**src/rtl/regfile_pkg.sv**
```systemverilog
// Shared defaults and the index type for the scoreboarded register file.
package regfile_pkg;

  localparam int RF_WIDTH_DEF = 16;
  localparam int RF_DEPTH_DEF = 8;

  typedef logic [$clog2(RF_DEPTH_DEF)-1:0] reg_idx_t;

endpackage

```
**src/rtl/regfile_scoreboard.sv**
```systemverilog
// Busy-bit scoreboard: one pending-write flag per register, source busy
// flags with optional writeback forwarding, stall, and a running busy count.
module regfile_scoreboard #(
  parameter int DEPTH  = 8,
  parameter int BYPASS = 1
) (
  input  logic                         clk_i,
  input  logic                         rst_ni,
  input  logic                         ld_i,
  input  logic [$clog2(DEPTH)-1:0]     dr_i,
  input  logic                         issue_i,
  input  logic [$clog2(DEPTH)-1:0]     issue_dr_i,
  input  logic [$clog2(DEPTH)-1:0]     sr1_i,
  input  logic [$clog2(DEPTH)-1:0]     sr2_i,
  input  logic                         use1_i,
  input  logic                         use2_i,
  output logic                         sr1_busy_o,
  output logic                         sr2_busy_o,
  output logic                         stall_o,
  output logic [$clog2(DEPTH+1)-1:0]   busy_count_o
);

  localparam int   CW  = $clog2(DEPTH + 1);
  localparam logic BYP = (BYPASS != 0);

  logic [DEPTH-1:0] busy_q, busy_d;
  logic [CW-1:0]    cnt_q, cnt_d;
  logic             set_new, clr_eff;

  // Set is applied after clear so a same-index collision leaves the bit set.
  always_comb begin
    busy_d = busy_q;
    if (ld_i)    busy_d[dr_i]       = 1'b0;
    if (issue_i) busy_d[issue_dr_i] = 1'b1;
  end

  always_comb begin
    set_new = issue_i & ~busy_q[issue_dr_i];
    clr_eff = ld_i & busy_q[dr_i] & ~(issue_i & (issue_dr_i == dr_i));
    cnt_d   = cnt_q + CW'(set_new) - CW'(clr_eff);
  end

  always_ff @(posedge clk_i) begin
    if (!rst_ni) begin
      busy_q <= '0;
      cnt_q  <= '0;
    end else begin
      busy_q <= busy_d;
      cnt_q  <= cnt_d;
    end
  end

  always_comb begin
    sr1_busy_o   = busy_q[sr1_i] & ~(BYP & ld_i & (dr_i == sr1_i));
    sr2_busy_o   = busy_q[sr2_i] & ~(BYP & ld_i & (dr_i == sr2_i));
    stall_o      = (use1_i & sr1_busy_o) | (use2_i & sr2_busy_o);
    busy_count_o = cnt_q;
  end

endmodule

```
**src/rtl/scoreboard_regfile.sv**
```systemverilog
// Two-read, one-write register file with a writeback scoreboard and
// optional same-cycle write-to-read forwarding.
module scoreboard_regfile
  import regfile_pkg::*;
#(
  parameter int WIDTH  = RF_WIDTH_DEF,
  parameter int DEPTH  = RF_DEPTH_DEF,
  parameter int BYPASS = 1
) (
  input  logic                         Clk,
  input  logic                         Reset,
  input  logic                         LD_REG,
  input  logic [$clog2(DEPTH)-1:0]     DR,
  input  logic [WIDTH-1:0]             In,
  input  logic                         Issue,
  input  logic [$clog2(DEPTH)-1:0]     Issue_DR,
  input  logic [$clog2(DEPTH)-1:0]     SR1,
  input  logic [$clog2(DEPTH)-1:0]     SR2,
  input  logic                         Use1,
  input  logic                         Use2,
  output logic [WIDTH-1:0]             SR1_Out,
  output logic [WIDTH-1:0]             SR2_Out,
  output logic                         SR1_Busy,
  output logic                         SR2_Busy,
  output logic                         Stall,
  output logic [$clog2(DEPTH+1)-1:0]   Busy_Count
);

  localparam int   AW  = $clog2(DEPTH);
  localparam int   CW  = $clog2(DEPTH + 1);
  localparam logic BYP = (BYPASS != 0);

  logic [WIDTH-1:0] regs_q [DEPTH];
  logic [AW-1:0]    sr1_idx, sr2_idx;
  logic [CW-1:0]    busy_cnt;

  always_ff @(posedge Clk) begin
    if (!Reset) begin
      for (int i = 0; i < DEPTH; i++) regs_q[i] <= '0;
    end else if (LD_REG) begin
      regs_q[DR] <= In;
    end
  end

  always_comb begin
    sr1_idx = SR1;
    sr2_idx = SR2;
    SR1_Out = (BYP && LD_REG && (DR == sr1_idx)) ? In : regs_q[sr1_idx];
    SR2_Out = (BYP && LD_REG && (DR == sr2_idx)) ? In : regs_q[sr2_idx];
  end

  regfile_scoreboard #(
    .DEPTH  (DEPTH),
    .BYPASS (BYPASS)
  ) u_sb (
    .clk_i        (Clk),
    .rst_ni       (Reset),
    .ld_i         (LD_REG),
    .dr_i         (DR),
    .issue_i      (Issue),
    .issue_dr_i   (Issue_DR),
    .sr1_i        (SR1),
    .sr2_i        (SR2),
    .use1_i       (Use1),
    .use2_i       (Use2),
    .sr1_busy_o   (SR1_Busy),
    .sr2_busy_o   (SR2_Busy),
    .stall_o      (Stall),
    .busy_count_o (busy_cnt)
  );

  assign Busy_Count = busy_cnt;

endmodule

```
**config.mk**
```make
export PLATFORM = sky130hd
export DESIGN_NAME = scoreboard_regfile
export DESIGN_NICKNAME = d
export VERILOG_FILES = /design/src/rtl/regfile_pkg.sv /design/src/rtl/regfile_scoreboard.sv /design/src/rtl/scoreboard_regfile.sv
export SDC_FILE = /design/constraint.sdc
export NUM_CORES = 1
export LEC_CHECK = 0
export CORE_ASPECT_RATIO = 0.7
export CORE_UTILIZATION = 35
export CTS_CLUSTER_SIZE = 14
export DETAILED_ROUTE_END_ITERATION = 8
export PLACE_DENSITY = 0.63
export SYNTH_ARGS = -nofsm -noshare
export SYNTH_HDL_FRONTEND = slang
export SYNTH_SLANG_ARGS = --single-unit
export TNS_END_PERCENT = 100
```
**constraint.sdc**
```tcl
create_clock -name Clk -period 4.8 [get_ports Clk]
set_clock_uncertainty 0.1 [all_clocks]
set_input_delay 1.2 -clock Clk [delete_from_list [all_inputs] [get_ports Clk]]
set_output_delay 1.2 -clock Clk [all_outputs]
set_load 0.01 [all_outputs]
```
==> run summary <==
POWER AND IR DROP
------------------------------------------------------------------------------------------
Maximum resistive drop on vdd                                                       232 µV
Static Leakage                                                                  0.00348 µW
Total power divided by cell area                                                354 mW/mm²

CRITICAL PATH
------------------------------------------------------------------------------------------
Data required time at the worst endpoint                                           3.50 ns
Crit path kind                                                                primary input to output port
Worst path cell trace                                                         clkdlybuf4s50_1 > buf_4 > mux4_2 > mux2i_1 > a21oi_1 > clkdlybuf4s50_1
Crit path max-delay cell type                                                 clkdlybuf4s50_1
Crit path capture type                                                         output port
Crit-path max cell delay                                                           0.58 ns
Signal arrival time at the worst endpoint                                          3.25 ns
CP bufs+invs                                                                             3
Family of cells with the greatest summed delay on the critical path           buffers and inverters
Critical path peak fanout                                                               20
Critical path startpoint category                                             primary input
Cell type with the highest occurrence count on the critical path              clkdlybuf4s50_1

YOSYS
------------------------------------------------------------------------------------------
Cells after synthesis                                                                  583
Syn_area_per_cell                                                                 13.6 µm²
Cell accounting for the most synthesized area                                     edfxtp_1
Total of flip-flops plus latches after synthesis                                       140
Post-synth EDFFs                                                                       128
Top post-synthesis cells by count                                             and2_1, edfxtp_1, mux4_2, nor2_1, mux2i_1
Top post-synthesis cells by area                                              edfxtp_1, mux4_2, and2_1, mux2i_1, dfxtp_1
Syn nets                                                                               622
Post-synthesis instance area                                                   0.00795 mm²
Primary FF master, synth                                                          edfxtp_1
Main combinational cell family by area after synthesis                        multiplexers
Synth Area in XOR/XNOR                                                              0.0132
Fraction of the mapped netlist area in adder cells                                 0.00881
Top cell type's share of synthesized area                                            0.483
Mux share of post-synthesis cell area                                                0.235
Share of synthesized area occupied by flip-flops and latches                         0.513
Share of synthesized flip-flops with an asynchronous set or reset                        0
Fraction of the mapped netlist area in simple logic gates                            0.146
Synth Area in Compound Gates                                                        0.0467
Most numerous cell in the Yosys netlist                                             and2_1
Distinct cell type count after synthesis                                                38
Count of synthesis-stage warnings from yosys                                             0

CELLS AND AREA
------------------------------------------------------------------------------------------
Area occupied by multi-input gates                                             0.00359 mm²
Final net count                                                                        706
Syn-to-layout area delta                                                             22.6%
Share of cells above drive strength 1                                                0.203
Antenna cells                                                                            0
Sequential Area                                                                0.00408 mm²
Number of filler cells placed in the layout                                           1989

FLOORPLAN
------------------------------------------------------------------------------------------
Std-Cell Core Area                                                              0.0220 mm²
Area of the die                                                                 0.0233 mm²
Effective utilization at floorplan                                                   0.362
Die Ht                                                                              128 µm
# rows                                                                                  45
Chip Width                                                                          182 µm
Number of ports placed on the die boundary                                              73

STA
------------------------------------------------------------------------------------------
Highest Clock Rate                                                                 220 MHz
Number of pins with negative max-slew slack in the final report                          0
Relative slew margins                                                                0.460
Final setup viols                                                                        0
Setup tns final                                                                       0 ns
Total count of hold-check failures in the final report                                   0
RSZ-0062 raised after global routing                                                 false
Setup ws final                                                                    0.246 ns
Final period demand of the worst path                                              4.55 ns
Minimum hold slack                                                                0.449 ns
Share of the cycle needed by the critical path after routing                         0.949
Pin slew with the least headroom to its limit                                     0.809 ns

CLOCKING
------------------------------------------------------------------------------------------
Insertion delay to the later sink of the worst-skew pair                           0.43 ns
Number of buffers added to fix hold violations after cts                                 0
TritonCTS buffer count                                                                  17
Setup Fix Bufs, Post-CTS                                                                 0
Number of buffers on the longest clock path                                              2
CTS tree                                                                             built
PostCTS Resize Cnt                                                                       0
Root buffer cell                                                                 clkbuf_16
Total number of clock tree sinks                                                       140
Number of levels the H-tree was split into                                               4
Clock edge transition at the registers on the reported setup and hold paths        0.06 ns

DRT
------------------------------------------------------------------------------------------
Post-route DRC                                                                           0
Number of routed nets with antenna violations                                            0
Routed wire per std cell                                                           22.1 µm
Via count                                                                             5336
Total iterations of the first detailed-routing run                                       7
Via-per-instance ratio                                                                5.55
Count of routing violations after the opening detailed-route iteration                 522
Overall routed net length                                                          21.3 mm

GLOBAL ROUTE
------------------------------------------------------------------------------------------
Via count of the first global-routing pass                                            5447
Overall overflow remaining after global route                                            0
Largest net degree at the start of global routing                                       37
First-pass GRT wire length                                                         32.6 mm
Number of antenna violations at the first check in global routing                        0
Global-route usage over all layers                                                   0.192

PLACE
------------------------------------------------------------------------------------------
Pre-CTS setup slack                                                               0.257 ns
Number of buffer cells added on primary ports                                           72
Post-detailed-placement half-perimeter wirelength                                  14.0 mm
GPL Wtd Cong                                                                         0.833

JOB
------------------------------------------------------------------------------------------
Number of max-cap violations                                                             0

RUN STATUS
------------------------------------------------------------------------------------------
Run status                                                                    finished clean

WORST HOLD PATH
------------------------------------------------------------------------------------------
Path category of the worst min-delay check                                    flop to flop

-- routing by layer --
metal	global-route usage	wire length, µm	up-vias
li1	-	-	2372
met1	0.257	9210	2731
met4	0.0494	257	0
met5	0	0	-
met2	0.319	10500	211
met3	0.0392	1350	22
-- layout by cell type (no fill, tap or decap), drive strengths merged, types with 3 or more instances in the layout --
cell type      instances
nand4                  3
mux2i                 38
nor2b                  3
nor2                  41
inv                   17
clkdlybuf4s50         70
mux4                  66
o2111ai                4
clkbuf                17
and2                 132
nand2                  8
buf                   36
o21ai                  7
dfxtp                 12
bufinv                 4
nand3                  3
xnor2                 12
a21oi                 33
edfxtp               128
o31ai                  3
nand2b                 5
ha                     4
o22ai                  6
clkinv                 9
-- registers in the layout (all words and copies together), names as in the netlist --
| signal | cells |
|---|---|
| u_sb.busy_count_o | 4 |
| regs_q | 128 |
| u_sb.busy_q | 8 |
-- power by group --
| group | internal [µW] | switching, µW |
|---|---|---|
| registers | 1420 | 48.2 |
| clock network | 857 | 508 |
| logic | 333 | 285 |
-- metrics by stage --
step	utilization	std cells	power, µW	instance area (µm²)
2_1_floorplan	-	583	1830	7950
3_3_place_gp	0.416	930	2090	9150
3_5_place_dp	0.416	930	2110	9150
4_1_cts	0.444	962	3470	9750
5_1_grt	0.444	962	3570	9750
6_report	0.444	962	3450	9750
-- final timing paths --
| check | endpoint | slack, ns | cells after the start | start |
|---|---|---|---|---|
| worst max-delay path | SR2_Out[0] | 0.25 | 6 | SR2[1] |
| worst min-delay path | u_sb.busy_q[7] | 0.45 | 2 | u_sb.busy_q[7] |
| worst max register to register | u_sb.busy_count_o[2] | 2.28 | 11 | u_sb.busy_q[3] |
| worst min register to register | u_sb.busy_q[7] | 0.45 | 2 | u_sb.busy_q[7] |
-- logic make-up (layout without fill, tap and decap cells) --
logic type                 after synthesis  after routing
AOI/OAI and AO/OA                       62             62
xor gates and xnor gates                12             12
adders and majority gates                5              5
buffers and inverters                   58            155
DFF                                    140            140
muxes                                  104            104
and+or+nand+nor                        202            202
-- worst register-to-register path: cells and delay by family, from the launching register on --
family | cells | cell delay, ns
adders and majority gates | 3 | 0.81
xor gates and xnor gates | 1 | 0.13
AOI/OAI and AO/OA | 3 | 0.65
buffers and inverters | 3 | 0.22
DFF | 1 | 0.35
and+or+nand+nor | 1 | 0.15
-- area by class of cell --
cell class              instances  area share
repair buffers                106       0.108
clock inverters                15      0.0184
multi-input cells             385       0.368
flip-flops and latches        140       0.419
inverters                      17     0.00655
well taps                     282      0.0362
clock buffers                  17      0.0436
(Power assumes the default switching activity.)
